<file path="src/rtl/program_loader_if.sv">
// Byte-stream handshake between an image source (master) and program_loader (slave).
interface program_loader_if;
  logic       in_valid;
  logic [7:0] in_data;
  logic       in_ready;

  modport master (output in_valid, output in_data, input in_ready);
  modport slave  (input in_valid, input in_data, output in_ready);
endinterface

</file>
<file path="src/rtl/program_loader.sv">
// Loads a framed image (MAGIC, len lo, len hi, payload) into instruction memory and holds the core until done.
// Define LOADER_CHECKSUM_EN to require a trailing XOR-of-payload byte (adds the CHECK state).
module program_loader #(
  parameter int         ADDR_W = 8,
  parameter logic [7:0] MAGIC  = 8'hBF
) (
  input  logic              clk,
  input  logic              reset,
  program_loader_if.slave   s_in,
  input  logic              rearm,
  output logic              imem_we,
  output logic [ADDR_W-1:0] imem_addr,
  output logic [7:0]        imem_wdata,
  output logic              cpu_hold,
  output logic              load_done,
  output logic              load_error
);

  // state        | meaning
  // S_WAIT_MAGIC | hunting for MAGIC, other bytes dropped
  // S_LEN_LO     | expecting len[7:0]
  // S_LEN_HI     | expecting len[15:8], range-checked on arrival
  // S_DATA       | payload bytes written to imem
  // S_CHECK      | expecting XOR checksum (checksum builds only)
  // S_DONE       | image loaded, core released
  // S_ERROR      | frame rejected, core held
  typedef enum logic [2:0] {
    S_WAIT_MAGIC = 3'd0,
    S_LEN_LO     = 3'd1,
    S_LEN_HI     = 3'd2,
    S_DATA       = 3'd3,
`ifdef LOADER_CHECKSUM_EN
    S_CHECK      = 3'd4,
`endif
    S_DONE       = 3'd5,
    S_ERROR      = 3'd6
  } state_t;

  localparam int          CNT_W = ADDR_W + 1;
  localparam int unsigned CAP   = 1 << ADDR_W;

`ifdef LOADER_CHECKSUM_EN
  localparam state_t S_AFTER_DATA = S_CHECK;
`else
  localparam state_t S_AFTER_DATA = S_DONE;
`endif

  state_t             r_state;
  state_t             w_state_nx;
  logic               w_fire;
  logic               w_ready_nx;
  logic               w_len_too_big;
  logic               w_len_zero;
  logic               w_last;
  logic [15:0]        w_len_full;
  logic [CNT_W-1:0]   w_count_inc;
  logic [7:0]         r_len_lo;
  logic [15:0]        r_len;
  logic [CNT_W-1:0]   r_count;
  logic               r_ready;
  logic               r_we;
  logic [ADDR_W-1:0]  r_addr;
  logic [7:0]         r_wdata;
`ifdef LOADER_CHECKSUM_EN
  logic [7:0]         r_chk;
`endif

  assign w_fire        = s_in.in_valid && r_ready;
  assign w_len_full    = {s_in.in_data, r_len_lo};
  assign w_len_too_big = 32'(w_len_full) > CAP;
  assign w_len_zero    = (w_len_full == 16'd0);
  assign w_count_inc   = r_count + CNT_W'(1);
  assign w_last        = (32'(w_count_inc) == 32'(r_len));
  assign w_ready_nx    = (w_state_nx != S_DONE) && (w_state_nx != S_ERROR);

  always_ff @(posedge clk or negedge reset) begin
    if (!reset) r_state <= S_WAIT_MAGIC;
    else        r_state <= w_state_nx;
  end

  always_comb begin
    w_state_nx = r_state;
    case (r_state)
      S_WAIT_MAGIC: if (w_fire && s_in.in_data == MAGIC) w_state_nx = S_LEN_LO;
      S_LEN_LO:     if (w_fire) w_state_nx = S_LEN_HI;
      S_LEN_HI: begin
        if (w_fire) begin
          if (w_len_too_big)   w_state_nx = S_ERROR;
          else if (w_len_zero) w_state_nx = S_AFTER_DATA;
          else                 w_state_nx = S_DATA;
        end
      end
      S_DATA:       if (w_fire && w_last) w_state_nx = S_AFTER_DATA;
`ifdef LOADER_CHECKSUM_EN
      S_CHECK:      if (w_fire) w_state_nx = (s_in.in_data == r_chk) ? S_DONE : S_ERROR;
`endif
      S_DONE, S_ERROR: if (rearm) w_state_nx = S_WAIT_MAGIC;
      default:      w_state_nx = S_WAIT_MAGIC;
    endcase
  end

  // in_ready is registered from the next state so it stays low through reset
  always_ff @(posedge clk or negedge reset) begin
    if (!reset) begin
      r_ready  <= 1'b0;
      r_len_lo <= 8'd0;
      r_len    <= 16'd0;
      r_count  <= '0;
      r_we     <= 1'b0;
      r_addr   <= '0;
      r_wdata  <= 8'd0;
`ifdef LOADER_CHECKSUM_EN
      r_chk    <= 8'd0;
`endif
    end else begin
      r_ready <= w_ready_nx;
      r_we    <= 1'b0;
      if (r_state == S_LEN_LO && w_fire) r_len_lo <= s_in.in_data;
      if (r_state == S_LEN_HI && w_fire) r_len    <= w_len_full;
      if (r_state == S_DATA && w_fire) begin
        r_we    <= 1'b1;
        r_addr  <= r_count[ADDR_W-1:0];
        r_wdata <= s_in.in_data;
        r_count <= w_count_inc;
`ifdef LOADER_CHECKSUM_EN
        r_chk   <= r_chk ^ s_in.in_data;
`endif
      end
      if ((r_state == S_DONE || r_state == S_ERROR) && rearm) begin
        r_count <= '0;
`ifdef LOADER_CHECKSUM_EN
        r_chk   <= 8'd0;
`endif
      end
    end
  end

  assign s_in.in_ready = r_ready;
  assign imem_we       = r_we;
  assign imem_addr     = r_addr;
  assign imem_wdata    = r_wdata;
  // done waits out a final write pulse so the last byte lands before the core is released
  assign load_done     = (r_state == S_DONE) && !r_we;
  assign cpu_hold      = !load_done;
  assign load_error    = (r_state == S_ERROR);

endmodule

</file>
<file path="src/flat_wrapper.sv">
// flat-port wrapper written by rule: the top's interface ports become plain ports
module program_loader_flat 
#(
  parameter int         ADDR_W = 8,
  parameter logic [7:0] MAGIC  = 8'hBF
)
  (clk, reset, rearm, imem_we, imem_addr, imem_wdata, cpu_hold, load_done, load_error, s_in_in_valid, s_in_in_data, s_in_in_ready);
  program_loader_if s_in_i ();
  input  logic clk;
  input  logic reset;
  input  logic rearm;
  output logic imem_we;
  output logic [ADDR_W-1:0] imem_addr;
  output logic [7:0] imem_wdata;
  output logic cpu_hold;
  output logic load_done;
  output logic load_error;
  input wire logic [$bits(s_in_i.in_valid)-1:0] s_in_in_valid;
  input wire logic [$bits(s_in_i.in_data)-1:0] s_in_in_data;
  output wire logic [$bits(s_in_i.in_ready)-1:0] s_in_in_ready;
  assign s_in_i.in_valid = s_in_in_valid;
  assign s_in_i.in_data = s_in_in_data;
  assign s_in_in_ready = s_in_i.in_ready;
  program_loader #(.ADDR_W(ADDR_W), .MAGIC(MAGIC)) u_core (.clk(clk), .reset(reset), .s_in(s_in_i), .rearm(rearm), .imem_we(imem_we), .imem_addr(imem_addr), .imem_wdata(imem_wdata), .cpu_hold(cpu_hold), .load_done(load_done), .load_error(load_error));
endmodule
</file>
<file path="config.mk">
export PLATFORM = sky130hd
export DESIGN_NAME = program_loader_flat
export DESIGN_NICKNAME = d
export VERILOG_FILES = /design/src/rtl/program_loader_if.sv /design/src/rtl/program_loader.sv /design/src/flat_wrapper.sv
export SDC_FILE = /design/constraint.sdc
export NUM_CORES = 1
export LEC_CHECK = 0
export BUFFER_PORTS_ARGS = -buffer_cell sky130_fd_sc_hd__buf_2
export CAP_MARGIN = 20
export CORE_ASPECT_RATIO = 1.5
export CORE_MARGIN = 3
export CORE_UTILIZATION = 40
export DETAILED_ROUTE_END_ITERATION = 8
export PLACE_DENSITY_LB_ADDON = 0.15
export SLEW_MARGIN = 20
export SYNTH_ARGS = -nofsm -noshare
export SYNTH_HDL_FRONTEND = slang
export SYNTH_SLANG_ARGS = --single-unit
</file>
<file path="constraint.sdc">
create_clock -name clk -period 2.13 [get_ports clk]
set_input_delay 0.1065 -clock clk [delete_from_list [all_inputs] [get_ports clk]]
set_output_delay 0.1065 -clock clk [all_outputs]
set_load 0.02 [all_outputs]
</file>
==> flow_summary_export.csv, run 1 <==
group,metric,value,unit
yosys,synth.mux.area_fraction,17.9,%
pwr,power_leakage,1.45,nW
run,drv_cap,0,
yosys,syn_inst,214,
final_layout,finalNonFillerCells,326,
yosys,mappedNetlistNets,227,
pwr,p_int,0.00169,W
critical_path,crit_path_launch_type,"flip-flop",
global_routing,global_route.overflow_total,0,
sta,final_hold_vio_count,0,
pwr,report.power.total,0.00242,W
drt,drcViolationCount,0,
drt,routed_wire_length_per_instance,15.9,um
clocking,post_cts.resized_instances,0,
clocking,clock_slew_seen_by_the_registers_of_the_worst_setup_and_hold_paths,100,ps
pwr,switching_component_of_the_power,0.000729,W
yosys,yosys.area_share.adder,0.487,%
final_layout,combined_area_of_the_multi_input_logic_cells,1130,um^2
drt,drt_first_iter_violations,122,
clocking,clock-sinks,54,
sta,holdWs,84.5,ps
floorplanning,rows,35,
run_status,run_status,"completed",
drt,drt-vias-per-instance,5.31,
floorplanning,die-width,71.4,um
floorplanning,die_area,7440,um^2
drt,dr.pass1.iters,5,
yosys,synth-compound-area-share,4.39,%
yosys,synth-async-reset-ratio,100,%
pwr,power_frac_comb,21.5,%
placed_design,post-dp-hpwl,3.78,mm
sta,final.min_clock_period,1840,ps
sta,max_slew.worst_pin.slew,678,ps
global_routing,wire_length_of_the_first_global_routing_pass,8.91,mm
pwr,clkPwrFrac,24.2,%
sta,fmaxAchievable,0.543,GHz
clocking,clockRootBuffer,"sky130_fd_sc_hd__clkbuf_8",
sta,relSlewSlack,54.8,%
final_layout,postLayoutCoreUtil,46.8,%
critical_path,crit_path_max_fo,10,
final_layout,finish.net_count,264,
global_routing,grt_antenna_before_repair,0,
placed_design,place_inst,317,
final_layout,filler_cell_count,589,
pwr,pwr_per_cell_area,836,nW/um^2
yosys,synth-edff-count,0,
placed_design,numPortBuffers,32,
global_routing,grt.total_usage,15.2,%
floorplanning,fp.coreArea,6170,um^2
pwr,power_switching_share,30.2,%
final_layout,final_layout_size_suffix_gt1_share,36.1,%
critical_path,arrival,2040,ps
yosys,synth_top_family_by_area,"multiplexers",
clocking,clk_path_buf_depth,2,
sta,final_max_slew_viol_count,0,
yosys,synthSimpleGateAreaFrac,14.2,%
critical_path,worst-endpoint-required,2330,ps
pwr,power.sequential.fraction,54.3,%
yosys,yosys_warnings,0,
critical_path,worstSetupEndpointType,"flip-flop",
sta,grt_setup_unrepaired,"false",
sta,timing.final.crit_share,86.4,%
yosys,number_of_flip_flops_and_latches_in_the_synthesized_netlist,54,
clocking,worstSkewPairLatency,300,ps
floorplanning,start_util,41.6,%
yosys,synth.cell_area,2570,um^2
critical_path,critical_path_class,"flip-flop to flip-flop",
final_layout,antenna-diode-count,0,
clocking,cts_tree,"done",
placed_design,gp_routability_congestion,0.801,
global_routing,grt_max_degree,55,
pwr,vdd.ir_drop.worst,0.000667,V
floorplanning,chipHeight,104,um
yosys,synth-xor-area-share,6.82,%
drt,drt-total-wl,5.17,mm
floorplanning,ioPinCount,33,
worst_hold_path,timing.hold.worst.class,"input port to flip-flop",
yosys,netlist-cell-type-count,37,
final_layout,sequential_cell_area,1350,um^2
final_layout,area.growth.synth_to_final,12.6,%
global_routing,vias_in_the_first_global_route,1757,
clocking,cts_max_level,2,
yosys,yosysSeqAreaShare,52.6,%
drt,ant_nets,0,
sta,setup_total_negative_slack,0,ps
clocking,numCtsBuffers,5,
drt,dr_total_vias,1731,
yosys,synth.avg_cell_area,12.0,um^2
sta,report.final.setup_viol,0,
sta,finalClockSkew,3.37,ps
yosys,synth-main-ff-cell,"sky130_fd_sc_hd__dfrtp_1",
state kept, by name (all words and copies together), names as in the netlist:
name / count
u_core.imem_wdata: 8
u_core.imem_we: 1
u_core.r_len_lo: 8
u_core.r_state: 3
u_core.r_len: 16
u_core.imem_addr: 8
u_core.r_count: 9
u_core.s_in.in_ready: 1
power by group through the flow:
stage          registers, W  clock network (W)  logic (W)
2_1_floorplan       0.00130                  0   0.000398
3_3_place_gp        0.00133                  0   0.000520
3_5_place_dp        0.00133                  0   0.000529
4_1_cts             0.00131           0.000614   0.000532
5_1_grt             0.00133           0.000654   0.000580
6_report            0.00131           0.000586   0.000520
synth_stat cells (2+ instances only):
master / count / area (um^2)
sky130_fd_sc_hd__dfrtp_1: 54 / 1350
sky130_fd_sc_hd__mux2_2: 40 / 450
sky130_fd_sc_hd__nor2_1: 19 / 71.3
sky130_fd_sc_hd__xor2_1: 13 / 114
sky130_fd_sc_hd__nand2_1: 12 / 45.0
sky130_fd_sc_hd__xnor2_1: 7 / 61.3
sky130_fd_sc_hd__nand4_1: 6 / 37.5
sky130_fd_sc_hd__nor4_1: 5 / 31.3
sky130_fd_sc_hd__o21ai_0: 5 / 25.0
sky130_fd_sc_hd__a21oi_1: 4 / 20.0
sky130_fd_sc_hd__and2_1: 4 / 25.0
sky130_fd_sc_hd__nand3_1: 4 / 20.0
sky130_fd_sc_hd__nor2b_1: 4 / 25.0
sky130_fd_sc_hd__buf_4: 3 / 22.5
sky130_fd_sc_hd__buf_6: 3 / 33.8
sky130_fd_sc_hd__inv_1: 3 / 11.3
sky130_fd_sc_hd__nand3b_1: 3 / 22.5
sky130_fd_sc_hd__nor3_1: 3 / 15.0
sky130_fd_sc_hd__and4_4: 2 / 22.5
sky130_fd_sc_hd__nand2b_1: 2 / 12.5
sky130_fd_sc_hd__nor2_2: 2 / 12.5
critical path, stage by stage (launching register included):
cell and delay [ps]:
sky130_fd_sc_hd__dfrtp_1 510, sky130_fd_sc_hd__ha_1 400, sky130_fd_sc_hd__and4_4 290, sky130_fd_sc_hd__xnor2_1 140, sky130_fd_sc_hd__o2111ai_2 160, sky130_fd_sc_hd__nor3_1 160
sky130_fd_sc_hd__o21ai_1 70
worst paths after layout:
check	startpoint	endpoint	slack, ps	cells past startpoint
max	u_core.r_count[0]	u_core.r_state[1]	290	6
min	s_in_in_data[5]	u_core.r_state[0]	80	3
max reg2reg	u_core.r_count[0]	u_core.r_state[1]	290	6
min reg2reg	u_core.imem_wdata[7]	u_core.imem_wdata[7]	510	1
max in group asynchronous	reset	u_core.imem_addr[3]	1230	3
min in group asynchronous	reset	u_core.imem_we	440	3
layout by cell type, fill, tap and decap left out, drive strengths merged, types with 5 or more instances in the layout:
| cell type | n |
|---|---|
| buf | 38 |
| clkbuf | 5 |
| dfrtp | 54 |
| mux2 | 40 |
| nand2 | 12 |
| nand4 | 6 |
| nor2 | 21 |
| nor4 | 5 |
| o21ai | 6 |
| xnor2 | 7 |
| xor2 | 13 |
metrics by stage:
step,instance area [um^2],setup WS [ps]
final,2890,289
after global routing,2890,163
after CTS,2890,299
after detailed placement,2790,321
after global placement,2790,355
after floorplan,2570,476
logic make-up (layout without fill, tap and decap cells):
logic type | Yosys count | after routing
AO/OA/AOI/OAI | 17 | 17
XOR/XNOR | 20 | 20
flip-flops | 54 | 54
adder cells (fa/ha/maj) | 1 | 1
multiplexers | 41 | 41
buffers and inverters | 12 | 50
AND/OR/NAND/NOR | 69 | 69
area by class of cell:
type | instances | area share [%]
clock inverters | 3 | 0.866
clock buffers | 5 | 2.38
inverters | 3 | 0.390
well taps | 74 | 3.20
flip-flops and latches | 54 | 46.8
multi-input cells | 148 | 39.0
repair buffers | 39 | 7.45
what timing repair did:
item,CTS,global route
hold buffers,1,0
hold endpoints to repair,54,0
setup buffers,0,0
routing by layer:
| layer | GRT usage, % | wire length (um) | up-vias | share of wire (%) |
|---|---|---|---|---|
| met5 | 0 | 0 | - | 0 |
| met4 | 5.24 | 67 | 0 | 1.3 |
| met3 | 2.90 | 168 | 6 | 3.2 |
| met2 | 26.4 | 2760 | 36 | 53 |
| met1 | 18.2 | 2180 | 854 | 42 |
| li1 | - | - | 835 | - |
Note: power is estimated with default switching activity, not from simulation.
==> run 2, diff against run 1 <==
--- a/config.mk
+++ b/config.mk
@@ -10,6 +10,7 @@
 export CORE_ASPECT_RATIO = 1.5
 export CORE_MARGIN = 3
 export CORE_UTILIZATION = 40
+export CTS_BUF_LIST = sky130_fd_sc_hd__clkbuf_4
 export DETAILED_ROUTE_END_ITERATION = 8
 export PLACE_DENSITY_LB_ADDON = 0.15
 export SLEW_MARGIN = 20
==> flow_summary_export.csv, run 2 (synthesis gave the netlist of run 1 again) <==
group,metric,value,unit
run,drv_cap,0,
final_layout,area.growth.synth_to_final,11.7,%
sta,finalClockSkew,9.48,ps
clocking,post_cts.resized_instances,0,
sta,final.min_clock_period,1850,ps
critical_path,path_cells,"ha_1 -> and4_4 -> xnor2_1 -> o2111ai_2 -> nor3_1 -> o21ai_1",
critical_path,worstSetupEndpointType,"flip-flop",
critical_path,crit_path_max_fo,10,
final_layout,layout.cell_area.non_filler,2870,um^2
final_layout,finish.net_count,265,
drt,drt-vias-per-instance,5.32,
final_layout,register_with_the_most_flip_flops,"u_core.r_len",
placed_design,post-dp-hpwl,3.78,mm
critical_path,reg2reg_slack,280,ps
placed_design,place_inst,317,
drt,routed_wire_length_per_instance,15.7,um
pwr,switching_component_of_the_power,0.000714,W
global_routing,grt.total_usage,15.1,%
critical_path,crit_path_start,"u_core.r_count[0]",
clocking,worstSkewPairLatency,370,ps
final_layout,final_common_cell,"sky130_fd_sc_hd__dfrtp_1",
final_layout,largest_register_ffs,16,
critical_path,path_buf_inv,0,
sta,timing.final.crit_share,87.0,%
sta,max_slew.worst_pin.slew,677,ps
worst_hold_path,timing.hold.worst.class,"input port to flip-flop",
sta,final_hold_vio_count,0,
clocking,clockRootBuffer,"sky130_fd_sc_hd__clkbuf_4",
critical_path,worst-endpoint-required,2400,ps
global_routing,grt_antenna_before_repair,0,
floorplanning,start_util,41.6,%
critical_path,timing.critical_path.slowest_cell_delay,530,ps
floorplanning,chipHeight,104,um
critical_path,worst_r2r_startpoint,"u_core.r_count[0]",
global_routing,grt_busiest_layer,"met2",
drt,dr.pass1.iters,4,
critical_path,crit-reg2reg-capture,"u_core.r_state[1]",
critical_path,ff2ff_path_depth,6,
clocking,numCtsBuffers,5,
sta,relSlewSlack,54.9,%
critical_path,arrival,2130,ps
pwr,clkPwrFrac,20.4,%
final_layout,filler_cell_count,590,
placed_design,gp_routability_congestion,0.801,
sta,fmaxAchievable,0.540,GHz
floorplanning,die-width,71.4,um
final_layout,final_layout_size_suffix_gt1_share,36.0,%
clocking,clock_slew_seen_by_the_registers_of_the_worst_setup_and_hold_paths,160,ps
sta,report.final.setup_viol,0,
floorplanning,rows,35,
drt,dr_total_vias,1740,
sta,final_max_slew_viol_count,0,
drt,drcViolationCount,0,
pwr,power_leakage,1.44,nW
drt,drt_first_iter_violations,123,
critical_path,crit_path_top_delay_cell,"sky130_fd_sc_hd__dfrtp_1",
global_routing,wire_length_of_the_first_global_routing_pass,8.89,mm
final_layout,combined_area_of_the_multi_input_logic_cells,1130,um^2
pwr,power_switching_share,31.1,%
global_routing,gr_met2_demand_resource,26.4,%
final_layout,antenna-diode-count,0,
clocking,cts_tree,"done",
floorplanning,fp.coreArea,6170,um^2
global_routing,grt_max_degree,55,
pwr,power_frac_comb,22.7,%
pwr,p_int,0.00159,W
sta,setup_total_negative_slack,0,ps
pwr,vdd.ir_drop.worst,0.000516,V
clocking,clk_path_buf_depth,2,
placed_design,numPortBuffers,32,
pwr,pwr_per_cell_area,802,nW/um^2
run_status,run_status,"completed",
critical_path,worst_path_dominant_cell_family,"flip-flops",
floorplanning,die_area,7440,um^2
final_layout,sequential_cell_area,1350,um^2
floorplanning,ioPinCount,33,
drt,drt-total-wl,5.15,mm
critical_path,timing.critical_path.depth,6,
final_layout,most-common-layout-cells,"sky130_fd_sc_hd__dfrtp_1, sky130_fd_sc_hd__mux2_2, sky130_fd_sc_hd__buf_2, sky130_fd_sc_hd__nor2_1, sky130_fd_sc_hd__xor2_1",
placed_design,postPlaceCellArea,2790,um^2
global_routing,globalRouteMet3Util,2.90,%
pwr,power.sequential.fraction,56.9,%
clocking,clock-sinks,54,
sta,holdWs,30.4,ps
clocking,cts_max_level,2,
critical_path,worst_setup_path_endpoint,"u_core.r_state[1]",
critical_path,crit_path_launch_type,"flip-flop",
drt,ant_nets,0,
global_routing,vias_in_the_first_global_route,1756,
global_routing,met1_track_utilization_from_global_routing,18.1,%
final_layout,top_regs,"u_core.r_len x16, u_core.r_count x9",
sta,grt_setup_unrepaired,"false",
final_layout,finalNonFillerCells,327,
global_routing,global_route.overflow_total,0,
critical_path,critical_path_class,"flip-flop to flip-flop",
pwr,report.power.total,0.00230,W
-- run 2: cell types whose count changed in the layout (fill, tap and decap cells not counted), sizes merged --
cell,change
dlygate4sd3,+1
-- run 2: what timing repair did --
| action | 4_1_cts | 5_1_grt |
|---|---|---|
| hold buffers | 2 | 0 |
| hold endpoints to repair | 55 | 0 |
| buffers inserted | 0 | 0 |
-- run 2: worst min path at each step --
stage | start | cells after the start | slack, ps | end
final | s_in_in_data[3] | 3 | 30 | u_core.r_state[0]
after floorplan | reset | 0 | -190 | u_core.imem_addr[0]
after CTS | s_in_in_data[3] | 3 | 7 | u_core.r_state[0]
after global placement | reset | 2 | 280 | u_core.imem_addr[5]
after detailed placement | reset | 2 | 280 | u_core.r_count[5]
after global routing | s_in_in_data[1] | 2 | 10 | u_core.r_len_lo[1]
-- run 2: layout make-up --
class	instances	share of cell area (%)
clock buffer	5	1.31
clock inverter	3	0.872
inverter	3	0.392
multi-input combinational	148	39.2
sequential	54	47.1
tap	74	3.23
timing repair buffer	40	7.85
-- run 2: through the flow --
step                      utilization, %  setup slack, ps
final                               46.5              278
after global placement              45.1              355
after detailed placement            45.1              321
after CTS                           46.5              290
after floorplan                        -              476
after global routing                46.5              162
-- run 2: worst register-to-register path, delay by kind of cell, from the launching register on --
family | cells | cell delay, ps
xor gates and xnor gates | 1 | 140
AOI/OAI and AO/OA | 2 | 250
DFF | 1 | 530
and+or+nand+nor | 2 | 450
adders and majority gates | 1 | 400
-- run 2: power groups by stage --
stage	logic (W)	registers (W)	clock network, W
3_3_place_gp	0.000520	0.00133	0
5_1_grt	0.000582	0.00133	0.000535
2_1_floorplan	0.000398	0.00130	0
4_1_cts	0.000533	0.00131	0.000497
3_5_place_dp	0.000529	0.00133	0
6_report	0.000522	0.00131	0.000470
-- run 2: routing by layer --
| layer | wire length, um | up-vias |
|---|---|---|
| li1 | - | 835 |
| met1 | 2120 | 851 |
| met2 | 2760 | 44 |
| met3 | 175 | 10 |
| met4 | 93 | 0 |
| met5 | 0 | - |
